==> src/rtl/psum_readout_serializer_if.sv <==
// Load/readout handshake bundle for psum_readout_serializer.
// slave = the serializer, master = upstream capture regs plus downstream writeback path.
interface psum_readout_serializer_if #(
  parameter int unsigned LANES = 4,
  parameter int unsigned WIDTH = 8
);
  localparam int unsigned IDXW = (LANES > 1) ? $clog2(LANES) : 1;

  logic                   load_valid;
  logic                   load_ready;
  logic [LANES*WIDTH-1:0] load_data;
  logic                   out_valid;
  logic                   out_ready;
  logic [WIDTH-1:0]       out_data;
  logic [IDXW-1:0]        out_lane_idx;
  logic                   out_last;

  modport master (
    output load_valid, load_data, out_ready,
    input  load_ready, out_valid, out_data, out_lane_idx, out_last
  );

  modport slave (
    input  load_valid, load_data, out_ready,
    output load_ready, out_valid, out_data, out_lane_idx, out_last
  );
endinterface

==> src/rtl/psum_readout_serializer.sv <==
// Shadows one LANES-wide psum word and streams it out one lane per beat.
// Optional macro READOUT_PREFETCH_EN: accept the next word on the final beat (no idle bubble).
module psum_readout_serializer #(
  parameter int unsigned LANES = 4,
  parameter int unsigned WIDTH = 8,
  localparam int unsigned IDXW = (LANES > 1) ? $clog2(LANES) : 1
) (
  input  logic                      clk,
  input  logic                      reset,
  psum_readout_serializer_if.slave  bus,
  output logic                      busy
);

  typedef enum logic {StIdle, StSend} state_e;

  localparam logic [IDXW-1:0] LastIdx = IDXW'(LANES - 1);

  state_e                 state_q;
  logic [IDXW-1:0]        cnt_q;
  logic [LANES*WIDTH-1:0] shadow_q;
  logic                   out_valid_q;
  logic [WIDTH-1:0]       out_data_q;
  logic [IDXW-1:0]        out_idx_q;
  logic                   out_last_q;

  logic                   load_ready;
  logic                   load_fire;
  logic                   out_fire;
  logic [IDXW-1:0]        nxt_idx;
  logic [WIDTH-1:0]       nxt_lane;

`ifdef READOUT_PREFETCH_EN
  // The only input-to-output path: ready opens while the final beat is being taken.
  assign load_ready = (state_q == StIdle) ||
                      ((state_q == StSend) && out_last_q && bus.out_ready);
`else
  assign load_ready = (state_q == StIdle);
`endif

  assign load_fire = bus.load_valid && load_ready;
  assign out_fire  = out_valid_q && bus.out_ready;
  assign nxt_idx   = cnt_q + 1'b1;

  always_comb begin
    nxt_lane = '0;
    for (int unsigned i = 0; i < LANES; i++) begin
      if (nxt_idx == IDXW'(i)) nxt_lane = shadow_q[i*WIDTH +: WIDTH];
    end
  end

  always_ff @(posedge clk or negedge reset) begin
    if (!reset) begin
      state_q     <= StIdle;
      cnt_q       <= '0;
      shadow_q    <= '0;
      out_valid_q <= 1'b0;
      out_data_q  <= '0;
      out_idx_q   <= '0;
      out_last_q  <= 1'b0;
    end else if (load_fire) begin
      // Outputs are registered, so lane 0 is presented straight from the incoming word.
      state_q     <= StSend;
      cnt_q       <= '0;
      shadow_q    <= bus.load_data;
      out_valid_q <= 1'b1;
      out_data_q  <= bus.load_data[WIDTH-1:0];
      out_idx_q   <= '0;
      out_last_q  <= (LANES == 1);
    end else if (out_fire) begin
      if (out_last_q) begin
        state_q     <= StIdle;
        cnt_q       <= '0;
        out_valid_q <= 1'b0;
        out_data_q  <= '0;
        out_idx_q   <= '0;
        out_last_q  <= 1'b0;
      end else begin
        cnt_q      <= nxt_idx;
        out_data_q <= nxt_lane;
        out_idx_q  <= nxt_idx;
        out_last_q <= (nxt_idx == LastIdx);
      end
    end
  end

  assign bus.load_ready   = load_ready;
  assign bus.out_valid    = out_valid_q;
  assign bus.out_data     = out_data_q;
  assign bus.out_lane_idx = out_idx_q;
  assign bus.out_last     = out_last_q;
  assign busy             = (state_q == StSend);

endmodule
==> src/flat_wrapper.sv <==
// flat-port wrapper written by rule: the top's interface ports become plain ports
module psum_readout_serializer_flat 
#(
  parameter int unsigned LANES = 4,
  parameter int unsigned WIDTH = 8,
  localparam int unsigned IDXW = (LANES > 1) ? $clog2(LANES) : 1
)
  (clk, reset, busy, bus_load_valid, bus_load_data, bus_out_ready, bus_load_ready, bus_out_valid, bus_out_data, bus_out_lane_idx, bus_out_last);
  psum_readout_serializer_if #(.LANES(LANES), .WIDTH(WIDTH)) bus_i ();
  input  logic clk;
  input  logic reset;
  output logic busy;
  input wire logic [$bits(bus_i.load_valid)-1:0] bus_load_valid;
  input wire logic [$bits(bus_i.load_data)-1:0] bus_load_data;
  input wire logic [$bits(bus_i.out_ready)-1:0] bus_out_ready;
  output wire logic [$bits(bus_i.load_ready)-1:0] bus_load_ready;
  output wire logic [$bits(bus_i.out_valid)-1:0] bus_out_valid;
  output wire logic [$bits(bus_i.out_data)-1:0] bus_out_data;
  output wire logic [$bits(bus_i.out_lane_idx)-1:0] bus_out_lane_idx;
  output wire logic [$bits(bus_i.out_last)-1:0] bus_out_last;
  assign bus_i.load_valid = bus_load_valid;
  assign bus_i.load_data = bus_load_data;
  assign bus_i.out_ready = bus_out_ready;
  assign bus_load_ready = bus_i.load_ready;
  assign bus_out_valid = bus_i.out_valid;
  assign bus_out_data = bus_i.out_data;
  assign bus_out_lane_idx = bus_i.out_lane_idx;
  assign bus_out_last = bus_i.out_last;
  psum_readout_serializer #(.LANES(LANES), .WIDTH(WIDTH)) u_core (.clk(clk), .reset(reset), .bus(bus_i), .busy(busy));
endmodule
==> config.mk <==
export PLATFORM = sky130hd
export DESIGN_NAME = psum_readout_serializer_flat
export DESIGN_NICKNAME = d
export VERILOG_FILES = /design/src/rtl/psum_readout_serializer_if.sv /design/src/rtl/psum_readout_serializer.sv /design/src/flat_wrapper.sv
export SDC_FILE = /design/constraint.sdc
export NUM_CORES = 1
export LEC_CHECK = 0
export ABC_AREA = 1
export CAP_MARGIN = 20
export CORE_MARGIN = 2
export CORE_UTILIZATION = 53
export DETAILED_ROUTE_END_ITERATION = 6
export GPL_ROUTABILITY_DRIVEN = 0
export PLACE_DENSITY = 0.95
export SETUP_SLACK_MARGIN = 0.3
export SLEW_MARGIN = 20
export SYNTH_ARGS = -nofsm -noshare
export SYNTH_HDL_FRONTEND = slang
export SYNTH_SLANG_ARGS = --single-unit
==> constraint.sdc <==
create_clock -name clk -period 2.6 [get_ports clk]
set_input_delay 0.52 -clock clk [delete_from_list [all_inputs] [get_ports clk]]
set_output_delay 0.52 -clock clk [all_outputs]
set_load 0.03 [all_outputs]
==> results of run 1 <==
==> worst paths after layout <==
path,start,endpoint,slack (ns),cells past startpoint
max,u_core.bus.out_valid$_DFFE_PN0P_,bus_load_ready,0.60,2
min,reset,u_core.shadow_q[8]$_DFFE_PN0P_,0.34,1
max reg2reg,u_core.cnt_q[0]$_DFFE_PN0P_,u_core.bus.out_data[7]$_DFFE_PN0P_,0.90,7
min reg2reg,u_core.shadow_q[28]$_DFFE_PN0P_,u_core.shadow_q[28]$_DFFE_PN0P_,0.49,2
max in group asynchronous,reset,u_core.bus.out_data[3]$_DFFE_PN0P_,1.66,1
min in group clk,u_core.shadow_q[28]$_DFFE_PN0P_,u_core.shadow_q[28]$_DFFE_PN0P_,0.49,2
==> power by group <==
group	leakage (nW)	internal (mW)	total (mW)	switching, mW
clock network	0.0541	0.284	0.520	0.236
registers	0.549	0.997	1.18	0.179
logic	0.853	0.562	1.53	0.969
==> layer usage <==
layer | vias up | global-route usage [%] | wire [µm]
met4 | 0 | 13.5 | 182
li1 | 943 | - | -
met3 | 21 | 6.67 | 452
met2 | 119 | 38.4 | 2310
met1 | 856 | 31.9 | 1930
met5 | - | 0 | 0
==> worst max-delay path: stages, from the launching register on <==
cell	delay, ns
sky130_fd_sc_hd__dfrtp_1	0.43
sky130_fd_sc_hd__inv_2	0.09
sky130_fd_sc_hd__clkdlybuf4s50_1	0.66
==> synth_stat cells <==
master,number
sky130_fd_sc_hd__o22ai_1,1
sky130_fd_sc_hd__a21oi_1,8
sky130_fd_sc_hd__inv_1,24
sky130_fd_sc_hd__o21ai_1,3
sky130_fd_sc_hd__o21ai_0,8
sky130_fd_sc_hd__dfrtp_1,44
sky130_fd_sc_hd__nand2_2,8
sky130_fd_sc_hd__clkbuf_1,1
sky130_fd_sc_hd__inv_2,2
sky130_fd_sc_hd__nand2_4,1
sky130_fd_sc_hd__nand3_1,17
sky130_fd_sc_hd__nand2_1,131
sky130_fd_sc_hd__ha_1,4
sky130_fd_sc_hd__nand4_1,2
sky130_fd_sc_hd__buf_2,9
sky130_fd_sc_hd__buf_4,2
sky130_fd_sc_hd__buf_6,1
sky130_fd_sc_hd__nor2_1,16
==> kinds of logic (layout without fill, tap and decap cells) <==
kind of cell             after synthesis  in the layout
adder cells (fa/ha/maj)                4              4
buffers and inverters                 39             85
flip-flops                            44             44
AND/OR/NAND/NOR                      175            175
AO/OA/AOI/OAI                         20             20
==> final cells by class <==
class	count	share of cell area, %
sequential	44	40.3
timing repair buffer	51	18.3
multi-input combinational	199	31.5
inverter	26	3.57
tap	50	2.29
clock inverter	3	1.56
clock buffer	5	2.52
==> metrics by stage <==
step                area (µm²)  power (mW)  util, %  setup slack [ns]  hold WS, ns
finish                    2740        3.23     69.4             0.597        0.345
global route              2740        3.47     69.4             0.533        0.436
CTS                       2740        3.21     69.4             0.588        0.384
detailed placement        2620        2.67     66.6             0.589        0.466
global placement          2620        2.62     66.6             0.674        0.464
floorplan                 2140        2.19        -              1.06        0.224
==> sequential cells by signal (all words and copies together) (netlist names) <==
signal,count
u_core.bus.out_last,1
u_core.shadow_q,32
u_core.bus.out_data,8
u_core.bus.out_valid,1
u_core.cnt_q,2
==> run summary, run 1 <==
Max-cap violations in this run came to 0. The data arrival time at the worst-slack endpoint is 1.48 ns. Summing the areas of all xor and xnor instances in the mapped netlist gives 0% of the synthesized area. The final count of negative-setup-slack endpoints came out at 0. Summing all flip-flop and latch instances after layout gives 1100 µm².

In this run the post-CTS setup repair buffer count came out at 0. The worst endpoint required time is 2.08 ns. The worst clock skew on the final layout is 0.00621 ns.

The distinct cell type count after synthesis is 18. The initial antenna violation count came out at 0. The run finished with clean final reports. The site row count came out at 23. The average wire per standard cell is 12.9 µm. The synthesized-area fraction occupied by and/or/nand/nor cells is 33.3%. The area enclosed by the die boundary is 4550 µm². Setup repair after global routing left no endpoint under its margin. The number of iterations in the first detailed-routing pass is 5. The count of antenna diodes in the layout came out at 0.

The growth of design area from synthesis to finish came out at 28.1%. The number of cells in the finished layout apart from fillers came out at 378. The category of the worst setup path launch point is a flip-flop. The TritonCTS buffer count came out at 5. The area of the mapped netlist is 2140 µm².

The post-route netlist has 6.71% of its cells at a drive strength greater than 1. The largest vdd supply drop is 0.602 mV. After layout, the worst path uses 77.1% of the clock period. TritonCTS built the clock tree. The area taken by multi-input logic gates is 862 µm². The synthesized instance count came out at 282. By area the synthesized netlist is led by sky130_fd_sc_hd__dfrtp_1 52%, sky130_fd_sc_hd__nand2_1 23%, sky130_fd_sc_hd__inv_1 4.2%. The clock-pin slew reported for the worst setup and hold paths after clock tree synthesis came out at 0.08 ns. The number of nets still failing antenna checks after routing came out at 0.

The slew at the pin with the worst max-slew slack is 0.932 ns. The clock sink total came out at 44. The highest fanout seen on the critical path came out at 5.

Across every metal layer, demand over resource in global routing totals 24.9%. The leading cell type in the layout, fill and taps excluded is sky130_fd_sc_hd__nand2_1. The library cells used most frequently in the layout, excluding fill and tap cells, are 131 x sky130_fd_sc_hd__nand2_1, 48 x sky130_fd_sc_hd__clkdlybuf4s50_1, 44 x sky130_fd_sc_hd__dfrtp_1. Using the TritonRoute via totals, the vias-per-cell ratio works out to 5.13. Port buffering added 49 buffers. The count of final hold-check violations is 0. The DRC violation count after routing came out at 0. Setup total negative slack on the finished layout was measured at 0 ns. The layout net count came out at 367. Synthesis produced a netlist with a net count of 322. The pin count of the biggest net entering global routing is 45. Each instance of the synthesized netlist takes up on average 7.57 µm².

Pin placement for this block handled 50 I/O pins. The worst-case headroom to the max-slew limit came out at 37.9%. The post-synthesis register bit count is 44. The setup path with the least slack is of type reg -> out. Post-CTS repair changed the size of 0 cells. The buffer levels on the longest clock path is 2. In this run the number of H-tree levels came out at 2. The number of cells after detailed placement came out at 370. The area of the core region came out at 3940 µm². The hold buffer count at cts is 0.

Of the post-synthesis cell area, the part taken by muxes is 0%. Summed over all instances, the cell type with the most area after synthesis is sky130_fd_sc_hd__dfrtp_1. Fill cells in the final layout number 312. The share of the synthesized area in the top cell type came out at 51.6%. The worst setup path is captured at an output pin. The count of vias placed by the detailed router came out at 1939. The sequential-to-total area share from yosys stat came out at 51.6%. The number of slew-limit violations in the final report was 0. For this design the ratio of total power to cell area is 1180 nW/µm².

The detailed-route wire length is 4870 µm. The number of global-route vias before repair is 1826. The share of synthesized cell area in full adder, half adder and majority cells is 2.34%. The clock latency on the worst-skew pair is 0.30 ns. The count of synthesis-stage warnings from yosys is 0.

The floorplan step set the die height to 67.5 µm. The highest clock frequency the design can meet is 499 MHz. The total congestion overflow is 0.

The number of DRC markers after the initial detailed-route iteration came out at 283. In this run the clock root is driven by a sky130_fd_sc_hd__clkbuf_8. The wire length of the first global-routing pass came out at 8290 µm. The type of the tightest min-delay check is in -> async. The compound-cell area share of the yosys netlist is 4.75%.

For this configuration, the core starts out at a cell density of 54.2%. The width of the chip is 67.5 µm. The shortest clock period the worst path allows after layout is 2.00 ns. Once detailed placement completed, the half-perimeter wirelength came to 3360 µm. By area, the combinational part of the netlist is dominated by simple AND/OR/NAND/NOR gates.

The leakage power is 1.46 nW.
(Power assumes the default switching activity.)
==> run 2, diff against run 1 <==
--- a/config.mk
+++ b/config.mk
@@ -8,10 +8,10 @@
 export ABC_AREA = 1
 export CAP_MARGIN = 20
 export CORE_MARGIN = 2
-export CORE_UTILIZATION = 53
+export CORE_UTILIZATION = 45
 export DETAILED_ROUTE_END_ITERATION = 6
 export GPL_ROUTABILITY_DRIVEN = 0
-export PLACE_DENSITY = 0.95
+export PLACE_DENSITY = 0.87
 export SETUP_SLACK_MARGIN = 0.3
 export SLEW_MARGIN = 20
 export SYNTH_ARGS = -nofsm -noshare
==> constraint.sdc (replaced) <==
create_clock -name clk -period 1.7 [get_ports clk]
set_input_delay 0.34 -clock clk [delete_from_list [all_inputs] [get_ports clk]]
set_output_delay 0.34 -clock clk [all_outputs]
set_load 0.03 [all_outputs]
==> run 2 against run 1 <==
Effect of this change:
- non-clock buffer count up 8
- final area up 4.8%
- critical path depth down 1
- sequential cell count unchanged
- count of clock-buffer cells in the layout up 1
- final cell count up 3.2%
- global-route usage down 3.8 points
- via count up 1.1%
- clock skew down 0.0023 ns
- wire length up 5.2%
- hold slack better by 0.077 ns
- register-to-register slack worse by 0.55 ns
- critical path type unchanged
==> run summary, run 2 (same netlist as run 1, synthesis figures left out) <==
Result of the run: completed (unchanged). The kind of cell adding the most delay to the critical path is flip-flops (was buffers and inverters). The pin count of the biggest net entering global routing is 36 (was 45). The worst endpoint required time came out at 1.36 ns (was 2.08 ns).

The highest fanout seen on the critical path is 4 (was 5). The overall global routing resource usage was 21.0% (was 24.9%). The detailed route wirelength on metal2 is 2370 µm (was 2310 µm).

The area enclosed by the die boundary came out at 5310 µm² (was 4550 µm²). The shortest clock period the worst path allows after layout came out at 1.38 ns. The total of buffers placed on input and output ports was 49 (unchanged). The clock sink total came to 44 (unchanged). The count of vias placed by the detailed router came out at 1960 (was 1939).

The buffer levels on the longest clock path was 2 (unchanged). The register bank with the most flops is u_core.shadow_q (unchanged). The number of iterations in the first detailed-routing pass came out at 5 (unchanged). The clock latency on the worst-skew pair is 0.30 ns (about the same). The post-placement cell area came out at 2710 µm² (was 2620 µm²). The met1 wire length is 2290 µm (was 1930 µm). The number of nets still failing antenna checks after routing is 0 (unchanged). The leading cell type in the layout, fill and taps excluded was sky130_fd_sc_hd__nand2_1 (unchanged). The initial antenna violation count came to 0 (unchanged). The detailed-route wire length came out at 5120 µm (was 4870 µm).

The worst path uses 81.4% of the clock period. The buffering stage count on the worst path with inverters included came to 1 (was 2). The growth of design area from synthesis to finish is 34.2% (was 28.1%).

The highest clock frequency the design can meet is 723 MHz. The total of max-cap violations is 0 (unchanged). The count of antenna diodes in the layout is 0 (unchanged).

The worst-case headroom to the max-slew limit is 78.5% (was 37.9%). The area of the core region came to 4660 µm² (was 3940 µm²). The uppermost signal routing layer after detailed routing is met4 (unchanged). The largest incremental delay on the critical path came to 0.45 ns (was 0.66 ns). The TritonCTS clock tree was yes (unchanged). The cell at the root of the clock tree was sky130_fd_sc_hd__clkbuf_8 (unchanged).

The detail-routed via count per cell was 5.03 (was 5.13). Cell-by-cell listing of the critical path: clkdlybuf4s15_2 (was inv_2 -> clkdlybuf4s50_1). The category of the worst setup path launch point was a flip-flop (unchanged).

The clock-pin slew reported for the worst setup and hold paths after clock tree synthesis came out at 0.08 ns (about the same). The overall die height is 72.9 µm (was 67.5 µm). The TritonCTS buffer count is 5 (unchanged).

The average wire per standard cell came out at 13.1 µm (was 12.9 µm). The type of the tightest min-delay check was in -> async (unchanged). The DRC violation count after routing came to 0 (unchanged). The wire length of the first global-routing pass is 8550 µm (was 8290 µm). The number of global-route vias before repair came out at 1838 (was 1826). The total met3 wirelength after detailed routing was 380 µm (was 452 µm).

The flip-flop count of the largest register, all copies and words added came out at 32 (unchanged). The layout cell share with drive strength beyond 1 came to 14.3% (was 6.71%). The count of pins on the block boundary is 50 (unchanged). The final count of negative-setup-slack endpoints is 0 (unchanged).

The starting density of the core is 45.8% (was 54.2%). The slew at the pin with the worst max-slew slack is 0.321 ns (was 0.932 ns). Leading cell types in the layout, fill and taps excluded: 131 x sky130_fd_sc_hd__nand2_1, 42 x sky130_fd_sc_hd__dfrtp_1, 34 x sky130_fd_sc_hd__clkdlybuf4s50_1 (was 131 x sky130_fd_sc_hd__nand2_1, 48 x sky130_fd_sc_hd__clkdlybuf4s50_1, 44 x sky130_fd_sc_hd__dfrtp_1). The maximum level of the CTS H-tree is 2 (unchanged). The kind of end point of the critical path is an output pin (unchanged).

The width of the chip came out at 72.9 µm (was 67.5 µm). The post-route standard cell area excluding fillers was 2870 µm² (was 2740 µm²). The summed negative setup slack over all endpoints is 0 ns (unchanged). The number of DRC markers after the initial detailed-route iteration is 147 (was 283). The data arrival time at the worst-slack endpoint is 1.04 ns (was 1.48 ns). The site row count is 25 (was 23). The count of final hold-check violations came out at 0 (unchanged). The type of the worst setup path is reg -> out (unchanged). The leakage power came out at 1.52 nW (was 1.46 nW). The worst setup slack for register-to-register paths came to 0.35 ns (was 0.90 ns).

The library cell contributing the largest single delay on the critical path was sky130_fd_sc_hd__dfrtp_2 (was sky130_fd_sc_hd__clkdlybuf4s50_1). The largest vdd supply drop came out at 0.644 mV (was 0.602 mV). The worst clock skew on the final layout came out at 0.00389 ns (was 0.00621 ns). The total congestion overflow came to 0 (unchanged). RSZ-0062 raised after global routing: true (was false). The half-perimeter wire length after placement is 3660 µm (was 3360 µm).

The power density relative to cell area came out at 1780 nW/µm² (was 1180 nW/µm²). The layout net count is 375 (was 367). The number of slew-limit violations in the final report came out at 0 (unchanged).
-- run 2: final timing paths --
check                                               start                                 end  cells past startpoint
setup reg to reg              u_core.cnt_q[0]$_DFFE_PN0P_  u_core.bus.out_data[5]$_DFFE_PN0P_                      7
setup / recovery              u_core.cnt_q[1]$_DFFE_PN0P_                 bus_out_lane_idx[1]                      1
min in group clk           u_core.shadow_q[7]$_DFFE_PN0P_      u_core.shadow_q[7]$_DFFE_PN0P_                      2
hold reg to reg            u_core.shadow_q[7]$_DFFE_PN0P_      u_core.shadow_q[7]$_DFFE_PN0P_                      2
hold / removal                                      reset      u_core.shadow_q[4]$_DFFE_PN0P_                      2
max in group asynchronous                           reset     u_core.shadow_q[19]$_DFFE_PN0P_                      3
-- run 2: where the power goes --
part / switching (mW) / internal [mW]
sequential: 0.296 / 1.53
combinational: 1.54 / 0.960
clock: 0.350 / 0.436
total: 2.18 / 2.93
-- run 2: through the flow --
stage / worst slack, ns / util (%) / std cells / power, mW / hold slack, ns
after global routing: 0.281 / 61.5 / 390 / 5.50 / 0.456
final: 0.317 / 61.5 / 390 / 5.11 / 0.422
after global placement: 0.218 / 58.1 / 379 / 4.12 / 0.203
after floorplan: 0.330 / - / 282 / 3.36 / 0.0444
after CTS: 0.145 / 60.6 / 388 / 4.92 / 0.422
after detailed placement: 0.198 / 58.1 / 379 / 4.18 / 0.204
-- run 2: cell type report --
class	instances	area, µm²
Sequential cell	44	1100
Tap cell	54	67.6
Clock buffer	6	72.6
Timing Repair Buffer	59	584
Clock inverter	2	35.0
Fill cell	400	1800
Multi-Input combinational cell	199	898
Inverter	26	104
-- run 2: routing by layer --
layer | up-vias | GRT usage [%]
li1 | 960 | -
met3 | 7 | 4.01
met1 | 898 | 29.2
met2 | 95 | 33.6
met4 | 0 | 6.38
met5 | - | 0
-- run 2: what timing repair did --
item	4_1_cts	5_1_grt
endpoints found under the setup margin	22	18
endpoints found under the hold margin	8	0
resized for setup	28	22
setup buffers	0	2
pin swaps	0	2
hold buffers	1	0
==> run 3, diff against run 2 <==
--- a/config.mk
+++ b/config.mk
@@ -8,10 +8,10 @@
 export ABC_AREA = 1
 export CAP_MARGIN = 20
 export CORE_MARGIN = 2
-export CORE_UTILIZATION = 45
+export CORE_UTILIZATION = 49
 export DETAILED_ROUTE_END_ITERATION = 6
 export GPL_ROUTABILITY_DRIVEN = 0
-export PLACE_DENSITY = 0.87
+export PLACE_DENSITY = 0.9
 export SETUP_SLACK_MARGIN = 0.3
 export SLEW_MARGIN = 20
 export SYNTH_ARGS = -nofsm -noshare
==> constraint.sdc (replaced) <==
create_clock -name clk -period 1.3 [get_ports clk]
set_input_delay 0.26 -clock clk [delete_from_list [all_inputs] [get_ports clk]]
set_output_delay 0.26 -clock clk [all_outputs]
set_load 0.03 [all_outputs]
==> run 3 against run 2 <==
Effect of this change:
- the run now ends with negative setup slack left
- clock skew rose by 0.0030 ns
- wire length is 69% higher
- register-to-register slack worse by 0.55 ns
- final cell count up 5.6%
- count of clock-buffer cells in the layout stayed put
- worst setup slack got worse by 0.52 ns
- first-iteration DRC count rose to 2.7 times the previous value
- final area grew 25%
- non-clock buffer count is 18 higher
- sequential share of layout area down 7.7 points
- global-route usage up 9.9 points
- via count increased by 26%
==> run summary, run 3 (same netlist as run 1, synthesis figures left out) <==
The count of antenna diodes in the layout came out at 0 (unchanged). The count of vias placed by the detailed router came out at 2478 (was 1960). The clock-pin slew reported for the worst setup and hold paths after clock tree synthesis came to 0.09 ns (was 0.08 ns). The area of the core region is 4260 µm² (was 4660 µm²). The highest fanout seen on the critical path is 8 (was 4).

The final reports fail on negative setup slack. The largest vdd supply drop came out at 1.48 mV (was 0.644 mV). The number of iterations in the first detailed-routing pass was 5 (unchanged). The growth of design area from synthesis to finish is 68.0% (was 34.2%). Leading cell types in the layout, fill and taps excluded: 84 x sky130_fd_sc_hd__nand2_1, 41 x sky130_fd_sc_hd__dfrtp_1, 38 x sky130_fd_sc_hd__nand2_2 (was 131 x sky130_fd_sc_hd__nand2_1, 42 x sky130_fd_sc_hd__dfrtp_1, 34 x sky130_fd_sc_hd__clkdlybuf4s50_1). The starting density of the core was 50.1% (was 45.8%). The detailed-route wire length is 8670 µm (was 5120 µm). The type of the tightest min-delay check was in -> async (unchanged).

The total congestion overflow is 0 (unchanged). The type of the worst setup path is reg -> reg (was reg -> out). The initial antenna violation count is 0 (unchanged). The total of max-cap violations is 0 (unchanged).

The largest incremental delay on the critical path came out at 0.46 ns (was 0.45 ns). The number of DRC markers after the initial detailed-route iteration came out at 404 (was 147). The number of nets still failing antenna checks after routing is 0 (unchanged). The library cell contributing the largest single delay on the critical path is sky130_fd_sc_hd__dfrtp_2 (unchanged). The site row count is 24 (was 25). The TritonCTS clock tree is yes (unchanged). The number of global-route vias before repair was 2231 (was 1838). The worst slack after detailed placement came out at -0.239 ns (was 0.198 ns). The buffer levels on the longest clock path came out at 2 (unchanged). The share of the core filled with cells is 84.2% (was 61.5%). The leakage power is 1.83 nW (was 1.52 nW). The number of inserted filler cells in the final layout came out at 212 (was 400). Result of the run: finished, violations left (was completed). The area enclosed by the die boundary is 4900 µm² (was 5310 µm²).

The buffering stage count on the worst path with inverters included came out at 0 (was 1). The slew at the pin with the worst max-slew slack came out at 0.345 ns (was 0.321 ns). The total power consumption of the routed design came to 8.86 mW (was 5.11 mW). The overall global routing resource usage is 31.0% (was 21.0%). The category of the worst setup path launch point is a flip-flop (unchanged). The worst hold margin came out at 0.443 ns (was 0.422 ns). The startpoint of the lowest-slack register-to-register path is u_core.cnt_q[0]$_DFFE_PN0P_ (unchanged).

The highest clock frequency the design can meet came out at 667 MHz. RSZ-0062 raised after global routing: true (unchanged). The overall die height came out at 70.0 µm (was 72.9 µm). The worst endpoint required time came to 1.55 ns (was 1.36 ns). The maximum level of the CTS H-tree came to 2 (unchanged). The instance count on the critical path was 7 (was 1). In this design, the critical path's most frequently occurring cell is sky130_fd_sc_hd__nand2_1.

The count of final hold-check violations is 0 (unchanged). The pin count of the biggest net entering global routing came out at 45 (was 36). The layout cell share with drive strength beyond 1 is 39.2% (was 14.3%). The worst-case setup margin in the final layout is -0.199 ns (was 0.317 ns). The leading cell type in the layout, fill and taps excluded was sky130_fd_sc_hd__nand2_1 (unchanged). The worst setup slack for register-to-register paths came out at -0.20 ns (was 0.35 ns). The final critical path takes up 115% of the cycle.

The kind of cell adding the most delay to the critical path is simple AND/OR/NAND/NOR gates (was flip-flops). The DRC violation count after routing is 0 (unchanged). The clock latency on the worst-skew pair is 0.32 ns (was 0.30 ns). The shortest clock period the worst path allows after layout came out at 1.50 ns. The final count of negative-setup-slack endpoints is 9 (was 0).

The half-perimeter wire length after placement is 3480 µm (was 3660 µm). The clock sink total came to 44 (unchanged). The worst-case headroom to the max-slew limit came out at 77.0% (was 78.5%).

The end of the worst register-to-register path was u_core.bus.out_data[3]$_DFFE_PN0P_ (was u_core.bus.out_data[5]$_DFFE_PN0P_). The flip-flop count of the largest register, all copies and words added was 32 (unchanged). The power density relative to cell area was 2470 nW/µm² (was 1780 nW/µm²). The count of pins on the block boundary came out at 50 (unchanged).

The kind of end point of the critical path was a flip-flop (was output pin). The register bank with the most flops was u_core.shadow_q (unchanged). The data arrival time at the worst-slack endpoint came out at 1.75 ns (was 1.04 ns). The total of buffers placed on input and output ports is 49 (unchanged). The worst clock skew on the final layout came out at 0.00684 ns (was 0.00389 ns). The wire length of the first global-routing pass is 11400 µm (was 8550 µm). The layout net count came out at 399 (was 375). The number of slew-limit violations in the final report is 0 (unchanged). The width of the chip is 70.0 µm (was 72.9 µm). Cell-by-cell listing of the critical path: ha_2 -> nand2_1 -> nand2_1 -> nand3_1 -> nand2_1 -> nand2_1 -> nand2_1 (was clkdlybuf4s15_2). The number of cells on the worst reg-to-reg path is 7 (unchanged). The cell at the root of the clock tree is sky130_fd_sc_hd__clkbuf_8 (unchanged).

The detail-routed via count per cell came to 6.01 (was 5.03). The TritonCTS buffer count is 5 (unchanged). The average wire per standard cell was 21.0 µm (was 13.1 µm).
[run 3: area by class of cell]
class / instances / area (µm²) / share of cell area (%)
timing repair inverter: 6 / 81.3 / 2.27
clock inverter: 2 / 10.0 / 0.279
clock buffer: 6 / 82.6 / 2.30
tap: 52 / 65.1 / 1.81
inverter: 26 / 131 / 3.66
multi-input combinational: 199 / 1180 / 33.0
timing repair buffer: 77 / 928 / 25.9
sequential: 44 / 1100 / 30.8
[run 3: worst max path at each step]
stage / startpoint / endpoint / slack [ns]
after floorplan: u_core.cnt_q[1]$_DFFE_PN0P_ / u_core.bus.out_data[6]$_DFFE_PN0P_ / 0.04
after global placement: bus_load_valid / u_core.bus.out_data[6]$_DFFE_PN0P_ / -0.17
after detailed placement: bus_load_valid / u_core.bus.out_data[3]$_DFFE_PN0P_ / -0.24
after CTS: u_core.bus.out_valid$_DFFE_PN0P_ / bus_load_ready / 0.04
after global routing: u_core.cnt_q[0]$_DFFE_PN0P_ / u_core.bus.out_data[3]$_DFFE_PN0P_ / -0.22
final: u_core.cnt_q[0]$_DFFE_PN0P_ / u_core.bus.out_data[3]$_DFFE_PN0P_ / -0.20
[run 3: per-stage QoR]
step	std cells	TNS (ns)	cell area (µm²)
global route	412	-1.13	3590
floorplan	282	0	2270
finish	412	-0.834	3590
CTS	402	0	3290
global placement	375	-4.33	2720
detailed placement	375	-6.39	2720
[run 3: power breakdown]
part           total (mW)  switching (mW)  internal (mW)
Sequential           2.66           0.653           2.00
Combinational        5.27            3.03           2.25
Clock               0.931           0.506          0.425
Total                8.86            4.19           4.68
[run 3: timing repair]
item	CTS	global route
setup buffers	8	9
resized for setup	69	59
hold endpoints to repair	44	0
endpoints found under the setup margin	57	58
gates cloned	10	1
pin swaps	26	8
hold buffers	1	0
[run 3: worst reg2reg max path, delay by kind of cell (launching register included)]
family                     cells  cell delay [ns]
and+or+nand+nor                6             0.66
DFF                            1             0.46
adders and majority gates      1             0.32
[run 3: per-layer routing]
metal | share of wire, % | wire length [µm] | track usage, %
met3 | 12 | 1040 | 7.50
met2 | 46 | 3990 | 47.6
met5 | 0 | 0 | 0
met4 | 6.3 | 548 | 17.7
met1 | 36 | 3090 | 40.1
